<file path="src/rtl/pa_isa_pkg.sv">
// Shared instruction-set definitions for the fetch/parse/issue pipeline:
// slot geometry, field bit positions, the NOP opcode and the decoded
// instruction record carried between stages.
package pa_isa_pkg;

    // Slot and bundle geometry; slot 0 sits in the upper half of a bundle
    localparam int INSTR_W  = 30;
    localparam int BUNDLE_W = 2 * INSTR_W;

    // Field bit positions inside one 30-bit slot
    localparam int FMT_BIT = 29;
    localparam int BR_BIT  = 28;
    localparam int OPC_HI  = 27;
    localparam int OPC_LO  = 21;
    localparam int PRIM_HI = 20;
    localparam int PRIM_LO = 16;
    localparam int SEC_HI  = 15;
    localparam int SEC_LO  = 11;
    localparam int IMM_HI  = 15;
    localparam int IMM_LO  = 0;

    // Opcode that marks an empty slot, whatever the format bit says
    localparam logic [6:0] NOP_OPCODE = 7'd0;

    // Decoded view of one slot; unused operand fields are forced to zero
    typedef struct packed {
        logic        fmt;      // 1 = reg-imm, 0 = reg-reg
        logic        branch;
        logic [6:0]  opcode;
        logic [4:0]  prim_reg;
        logic [4:0]  sec_reg;
        logic [15:0] imm;
    } decoded_t;

    // A slot carries a real instruction unless its opcode is the NOP code
    function automatic logic slot_is_live(input logic [INSTR_W-1:0] slot);
        return (slot[OPC_HI:OPC_LO] != NOP_OPCODE);
    endfunction

endpackage

</file>
<file path="src/rtl/slot_decoder.sv">
// Purely combinational field extraction for one 30-bit instruction slot.
// Reg-imm slots expose the immediate and zero the second register;
// reg-reg slots expose the second register and zero the immediate, so
// bits [10:0] of a reg-reg slot never reach the outputs.
module slot_decoder
    import pa_isa_pkg::*;
(
    input  logic [INSTR_W-1:0] slot,
    output decoded_t           fields,
    output logic               live
);

    // Split the slot into its fields and flag whether it is a real instruction
    always_comb begin
        fields          = '0;
        fields.fmt      = slot[FMT_BIT];
        fields.branch   = slot[BR_BIT];
        fields.opcode   = slot[OPC_HI:OPC_LO];
        fields.prim_reg = slot[PRIM_HI:PRIM_LO];
        if (slot[FMT_BIT]) begin
            fields.sec_reg = 5'd0;
            fields.imm     = slot[IMM_HI:IMM_LO];
        end else begin
            fields.sec_reg = slot[SEC_HI:SEC_LO];
            fields.imm     = 16'd0;
        end
        live = slot_is_live(slot);
    end

endmodule

</file>
<file path="src/rtl/parse_stage.sv">
// Parse stage: takes two-instruction bundles from fetch, drops NOP slots,
// decodes fields and issues at most one instruction per cycle. A second
// live slot waits in a one-entry pending register, and while it waits (or
// while the issued instruction is held by a downstream stall) fetch is
// back-pressured through stall_o.
module parse_stage
    import pa_isa_pkg::*;
(
    input  logic                clock_i,
    input  logic                reset_i,
    input  logic                flushBack_i,
    input  logic [BUNDLE_W-1:0] data_i,
    input  logic                enable_i,
    output logic                stall_o,
    input  logic                stall_i,
    output logic                valid_o,
    output logic                format_o,
    output logic                branch_o,
    output logic [6:0]          opcode_o,
    output logic [4:0]          prim_reg_o,
    output logic [4:0]          sec_reg_o,
    output logic [15:0]         imm_o,
    output logic                slot_o
);

    // Raw slots of the incoming bundle
    logic [INSTR_W-1:0] slot0_s;
    logic [INSTR_W-1:0] slot1_s;

    // Decoded views of both bundle slots and of the pending slot
    decoded_t dec0_s;
    decoded_t dec1_s;
    decoded_t dec_pend_s;
    logic     live0_s;
    logic     live1_s;
    logic     live_pend_s;

    // Output register and pending-slot register
    decoded_t           out_r;
    logic               valid_r;
    logic               slot_r;
    logic [INSTR_W-1:0] pend_r;
    logic               pend_valid_r;

    // Next-state values
    decoded_t           out_nxt_s;
    logic               valid_nxt_s;
    logic               slot_nxt_s;
    logic [INSTR_W-1:0] pend_nxt_s;
    logic               pend_valid_nxt_s;

    // Handshake terms
    logic stall_s;
    logic accept_s;
    logic advance_s;

    assign slot0_s = data_i[BUNDLE_W-1:INSTR_W];
    assign slot1_s = data_i[INSTR_W-1:0];

    slot_decoder u_dec_slot0 (
        .slot   (slot0_s),
        .fields (dec0_s),
        .live   (live0_s)
    );

    slot_decoder u_dec_slot1 (
        .slot   (slot1_s),
        .fields (dec1_s),
        .live   (live1_s)
    );

    // The pending slot was already known live when it was parked; its live
    // flag is not needed again.
    slot_decoder u_dec_pend (
        .slot   (pend_r),
        .fields (dec_pend_s),
        .live   (live_pend_s)
    );

    // Back-pressure, bundle acceptance and output-register advance conditions
    always_comb begin
        stall_s   = pend_valid_r | (valid_r & stall_i);
        accept_s  = enable_i & ~stall_s & ~flushBack_i;
        advance_s = ~valid_r | ~stall_i;
    end

    // Select what the output and pending registers load next:
    // flush clears, then pending slot, then first live slot of a new bundle
    always_comb begin
        out_nxt_s        = out_r;
        valid_nxt_s      = valid_r;
        slot_nxt_s       = slot_r;
        pend_nxt_s       = pend_r;
        pend_valid_nxt_s = pend_valid_r;
        if (flushBack_i) begin
            valid_nxt_s      = 1'b0;
            pend_valid_nxt_s = 1'b0;
        end else if (advance_s) begin
            if (pend_valid_r) begin
                out_nxt_s        = dec_pend_s;
                valid_nxt_s      = 1'b1;
                slot_nxt_s       = 1'b1;
                pend_valid_nxt_s = 1'b0;
            end else if (accept_s && live0_s) begin
                out_nxt_s   = dec0_s;
                valid_nxt_s = 1'b1;
                slot_nxt_s  = 1'b0;
                if (live1_s) begin
                    pend_nxt_s       = slot1_s;
                    pend_valid_nxt_s = 1'b1;
                end else begin
                    pend_valid_nxt_s = 1'b0;
                end
            end else if (accept_s && live1_s) begin
                out_nxt_s   = dec1_s;
                valid_nxt_s = 1'b1;
                slot_nxt_s  = 1'b1;
            end else begin
                valid_nxt_s = 1'b0;
            end
        end else begin
            // Downstream is holding the current instruction: keep everything
            out_nxt_s        = out_r;
            valid_nxt_s      = valid_r;
            pend_valid_nxt_s = pend_valid_r;
        end
    end

    // Output and pending registers; reset discards any pending slot at once
    always_ff @(posedge clock_i or negedge reset_i) begin
        if (!reset_i) begin
            out_r        <= '0;
            valid_r      <= 1'b0;
            slot_r       <= 1'b0;
            pend_r       <= '0;
            pend_valid_r <= 1'b0;
        end else begin
            out_r        <= out_nxt_s;
            valid_r      <= valid_nxt_s;
            slot_r       <= slot_nxt_s;
            pend_r       <= pend_nxt_s;
            pend_valid_r <= pend_valid_nxt_s;
        end
    end

    assign stall_o    = stall_s;
    assign valid_o    = valid_r;
    assign format_o   = out_r.fmt;
    assign branch_o   = out_r.branch;
    assign opcode_o   = out_r.opcode;
    assign prim_reg_o = out_r.prim_reg;
    assign sec_reg_o  = out_r.sec_reg;
    assign imm_o      = out_r.imm;
    assign slot_o     = slot_r;

endmodule

</file>
<file path="config.mk">
export PLATFORM = sky130hd
export DESIGN_NAME = parse_stage
export DESIGN_NICKNAME = d
export VERILOG_FILES = /design/src/rtl/pa_isa_pkg.sv /design/src/rtl/slot_decoder.sv /design/src/rtl/parse_stage.sv
export SDC_FILE = /design/constraint.sdc
export NUM_CORES = 1
export LEC_CHECK = 0
export BUFFER_PORTS_ARGS = -buffer_cell sky130_fd_sc_hd__buf_2
export CAP_MARGIN = 30
export CORE_MARGIN = 2
export CORE_UTILIZATION = 45
export CTS_CLUSTER_SIZE = 8
export DETAILED_ROUTE_END_ITERATION = 10
export PLACE_DENSITY = 0.73
export SYNTH_ARGS = -nofsm -noshare
export SYNTH_HDL_FRONTEND = slang
export SYNTH_SLANG_ARGS = --single-unit
</file>
<file path="constraint.sdc">
create_clock -name clock_i -period 1.93 [get_ports clock_i]
set_clock_uncertainty 0.15 [all_clocks]
set_input_delay 0.386 -clock clock_i [delete_from_list [all_inputs] [get_ports clock_i]]
set_output_delay 0.386 -clock clock_i [all_outputs]
set_load 0.02 [all_outputs]
</file>
==> results by group <==
CTS
  • Inserted Clock Buffers: 9
  • Reg clk slew, reported paths: 0.08 ns
  • Max clock buf depth: 2
  • Clock root buffer: clkbuf_8
  • H-tree levels: 3
  • CTS tree: yes
  • Clock sink count: 68
  • Clk_lat worst skew: 0.34 ns

Worst hold path
  • Hold path depth: 2
  • Hold Crit Class: in -> reg
  • Worst hold start: data_i[3]
  • Hold Path End: pend_r[3]$_DFFE_PN0P_

Routing
  • Total number of vias: 3490
  • WL/cell: 19.3 um
  • TritonRoute pass-1 iters: 5
  • DRT iter0 DRCs: 220
  • Drt drc: 0
  • Final wirelength: 11000 um
  • Avg Vias per Cell: 6.12
  • Post-route ant nets: 0

Worst setup path
  • Crit path DAT: 2.07 ns
  • R2r startpoint: valid_o$_DFFE_PN0P_
  • R2R depth: 6
  • RR Endpoint: pend_r[0]$_DFFE_PN0P_
  • WP depth: 6
  • Crit path capture type: register
  • Startpoint types: register
  • R2R Setup Slk: -0.07 ns
  • Worst-path cell chain: a21o_1 -> a211o_1 -> nor3_4 -> buf_6 -> buf_12 -> mux2_4
  • CP bufs+invs: 2
  • Worst path required time: 2.00 ns
  • Crit-path slowest cell: dfrtp_2
  • Cell family with most CP delay: compound AO/OA/AOI/OAI gates
  • Critical path class: reg -> reg
  • Worst-path fanout max: 9
  • Max stage delay on crit path: 0.41 ns

Layout
  • Fillcell total: 681
  • Multi-input gate area: 1930 um^2
  • FF/Latch Area: 1700 um^2
  • Layout cells sized above 1: 46.2%
  • Most frequent cells in the layout: 103 x buf_2, 66 x dfrtp_1, 58 x o31ai_1
  • Nets@finish: 525
  • Synthesis-to-layout area growth: 30.7%
  • Diode count: 0
  • Leading cell type in the layout, fill and taps excluded: buf_2

Outcome
  • Failing checks: negative setup slack
  • Status: finished with violations

Power and ir drop
  • Max rail drop VDD: 0.573 mV
  • Combinational power share: 32.6%
  • Clk pwr share: 25.3%
  • Register share of total power: 42.1%
  • Total power: 4690 uW
  • P per Cell Area: 947 nW/um^2
  • Sw Pwr: 1620 uW
  • Sw Ratio: 34.6%
  • Lkg Pwr: 0.00223 uW
  • Int Pwr: 3060 uW

Timing
  • Fin crit period: 2.00 ns
  • Worst slew pin tran: 0.416 ns
  • Final Hold Vio Count: 0
  • Worst setup margin: -0.0739 ns
  • Worst relative slew slack: 72.1%
  • Final slew viol count: 0
  • Setup TNS: -1.62 ns
  • Max Freq: 499 MHz
  • RSZ-0062 raised after global routing: true
  • Period utilisation layout: 104%
  • Hold WS: 0.141 ns
  • Setup violations, final: 39

Global routing
  • Initial antenna violation count: 0
  • Gr usage total: 23.3%
  • Number of global-route vias before repair: 3297
  • Total congestion overflow: 0
  • Largest net degree at the start of global routing: 69
  • First-pass GRT wire length: 16500 um

Place
  • IO buf count: 102
  • Gpl congestion: 0.859
  • Post-DP HPWL: 7140 um

Synth
  • Synthesized cell area: 3790 um^2
  • Post-synth top area share: 44.9%
  • Register area share after synthesis: 44.9%
  • Ranking of synthesized cells by area: dfrtp_1 45%, mux2_4 12%, o31ai_1 12%, a22o_1 4.9%, a211oi_1 4.4%
  • Post-Syn Instances: 343
  • Number of synthesis warnings: 0
  • Register bit total from synthesis: 68
  • Count of different cell masters after synthesis: 34
  • Cell taking the most area after synthesis: dfrtp_1
  • Post-Synthesis Net Count: 408
  • Synth Area per Inst: 11.0 um^2

Floorplan
  • Initial Util: 46.3%
  • Rows: 33
  • Die area: 9170 um^2
  • Die Ht: 95.7 um
  • Core ar.: 8180 um^2
  • Die W: 95.7 um
  • Io pins: 103

Job
  • MaxCap Viol Count: 0
power groups by stage:
stage / Combinational, uW / Sequential, uW / Clock (uW)
global placement: 1430 / 1980 / 0
detailed placement: 1470 / 1980 / 0
finish: 1530 / 1970 / 1190
floorplan: 724 / 2180 / 0
global route: 1640 / 2000 / 1270
CTS: 1500 / 1960 / 1210
synthesized netlist by cell type:
cell type,instances
o21a_1,1
buf_6,5
a22o_1,21
clkinv_1,1
and4_1,1
nor3_4,1
buf_2,9
nand4_1,6
o31ai_1,60
clkbuf_1,24
nor2b_1,2
nand2_1,8
nor3_1,11
o21ai_1,1
a211oi_2,1
a31oi_1,5
and2_1,1
nor4b_2,1
mux2_2,8
a21boi_0,1
o32ai_1,1
mux2_4,30
a211o_1,1
a211oi_1,22
a41oi_1,5
nor4_1,2
inv_1,1
nor4_2,1
buf_1,3
a21oi_1,31
nor2_1,3
nand3_1,6
a21o_1,1
dfrtp_1,68
cell type report:
cell class	count	share of cell area, %
Sequential cell	68	34.4
Tap cell	105	2.65
Timing Repair Buffer	147	19.8
Multi-Input combinational cell	232	39.0
Clock inverter	7	1.54
Clock buffer	9	2.50
Inverter	2	0.152
timing repair:
item,CTS,global route
gates resized for setup,5,12
pin swaps,3,13
setup endpoints to repair,66,63
hold buffers,1,0
hold endpoints to repair,68,0
buffers inserted,3,2
gates cloned,1,2
worst max-delay path by stage:
stage	from	to	slack (ns)
5_1_grt	valid_o$_DFFE_PN0P_	pend_r[15]$_DFFE_PN0P_	-0.12
3_5_place_dp	data_i[24]	pend_r[0]$_DFFE_PN0P_	-0.26
6_report	valid_o$_DFFE_PN0P_	pend_r[0]$_DFFE_PN0P_	-0.07
4_1_cts	valid_o$_DFFE_PN0P_	imm_o[4]$_DFFE_PN0P_	-0.07
2_1_floorplan	valid_o$_DFFE_PN0P_	pend_r[0]$_DFFE_PN0P_	-0.20
3_3_place_gp	stall_i	opcode_o[0]$_DFFE_PN0P_	-0.18
state kept, by name, indices dropped and copies added, names as in the netlist:
signal,count
branch_o,1
format_o,1
imm_o,16
opcode_o,7
pend_r,30
pend_valid_r,1
prim_reg_o,5
sec_reg_o,5
slot_o,1
valid_o,1
stage by stage:
| stage | setup WS, ns | cell area, um^2 | instances | util (%) |
|---|---|---|---|---|
| 2_1_floorplan | -0.199 | 3790 | 343 | - |
| 3_3_place_gp | -0.180 | 4570 | 545 | 55.9 |
| 3_5_place_dp | -0.265 | 4570 | 545 | 55.9 |
| 4_1_cts | -0.0667 | 4860 | 566 | 59.5 |
| 5_1_grt | -0.120 | 4950 | 570 | 60.6 |
| 6_report | -0.0739 | 4950 | 570 | 60.6 |
layer usage:
metal  track usage [%]  part of all wire [%]  up-vias
met4              7.50                   1.1        0
met2              37.5                    49      157
met1              32.0                    43     1730
met5                 0                     0        -
met3              4.39                   7.0       14
li1                  -                     -     1589
logic make-up after synthesis:
logic type	synth area share (%)
multiplexers	14.3
AO/OA/AOI/OAI	28.7
AND/OR/NAND/NOR	6.54
flip-flops	44.9
buffers and inverters	5.55
Power figures use the tool's default switching activity.
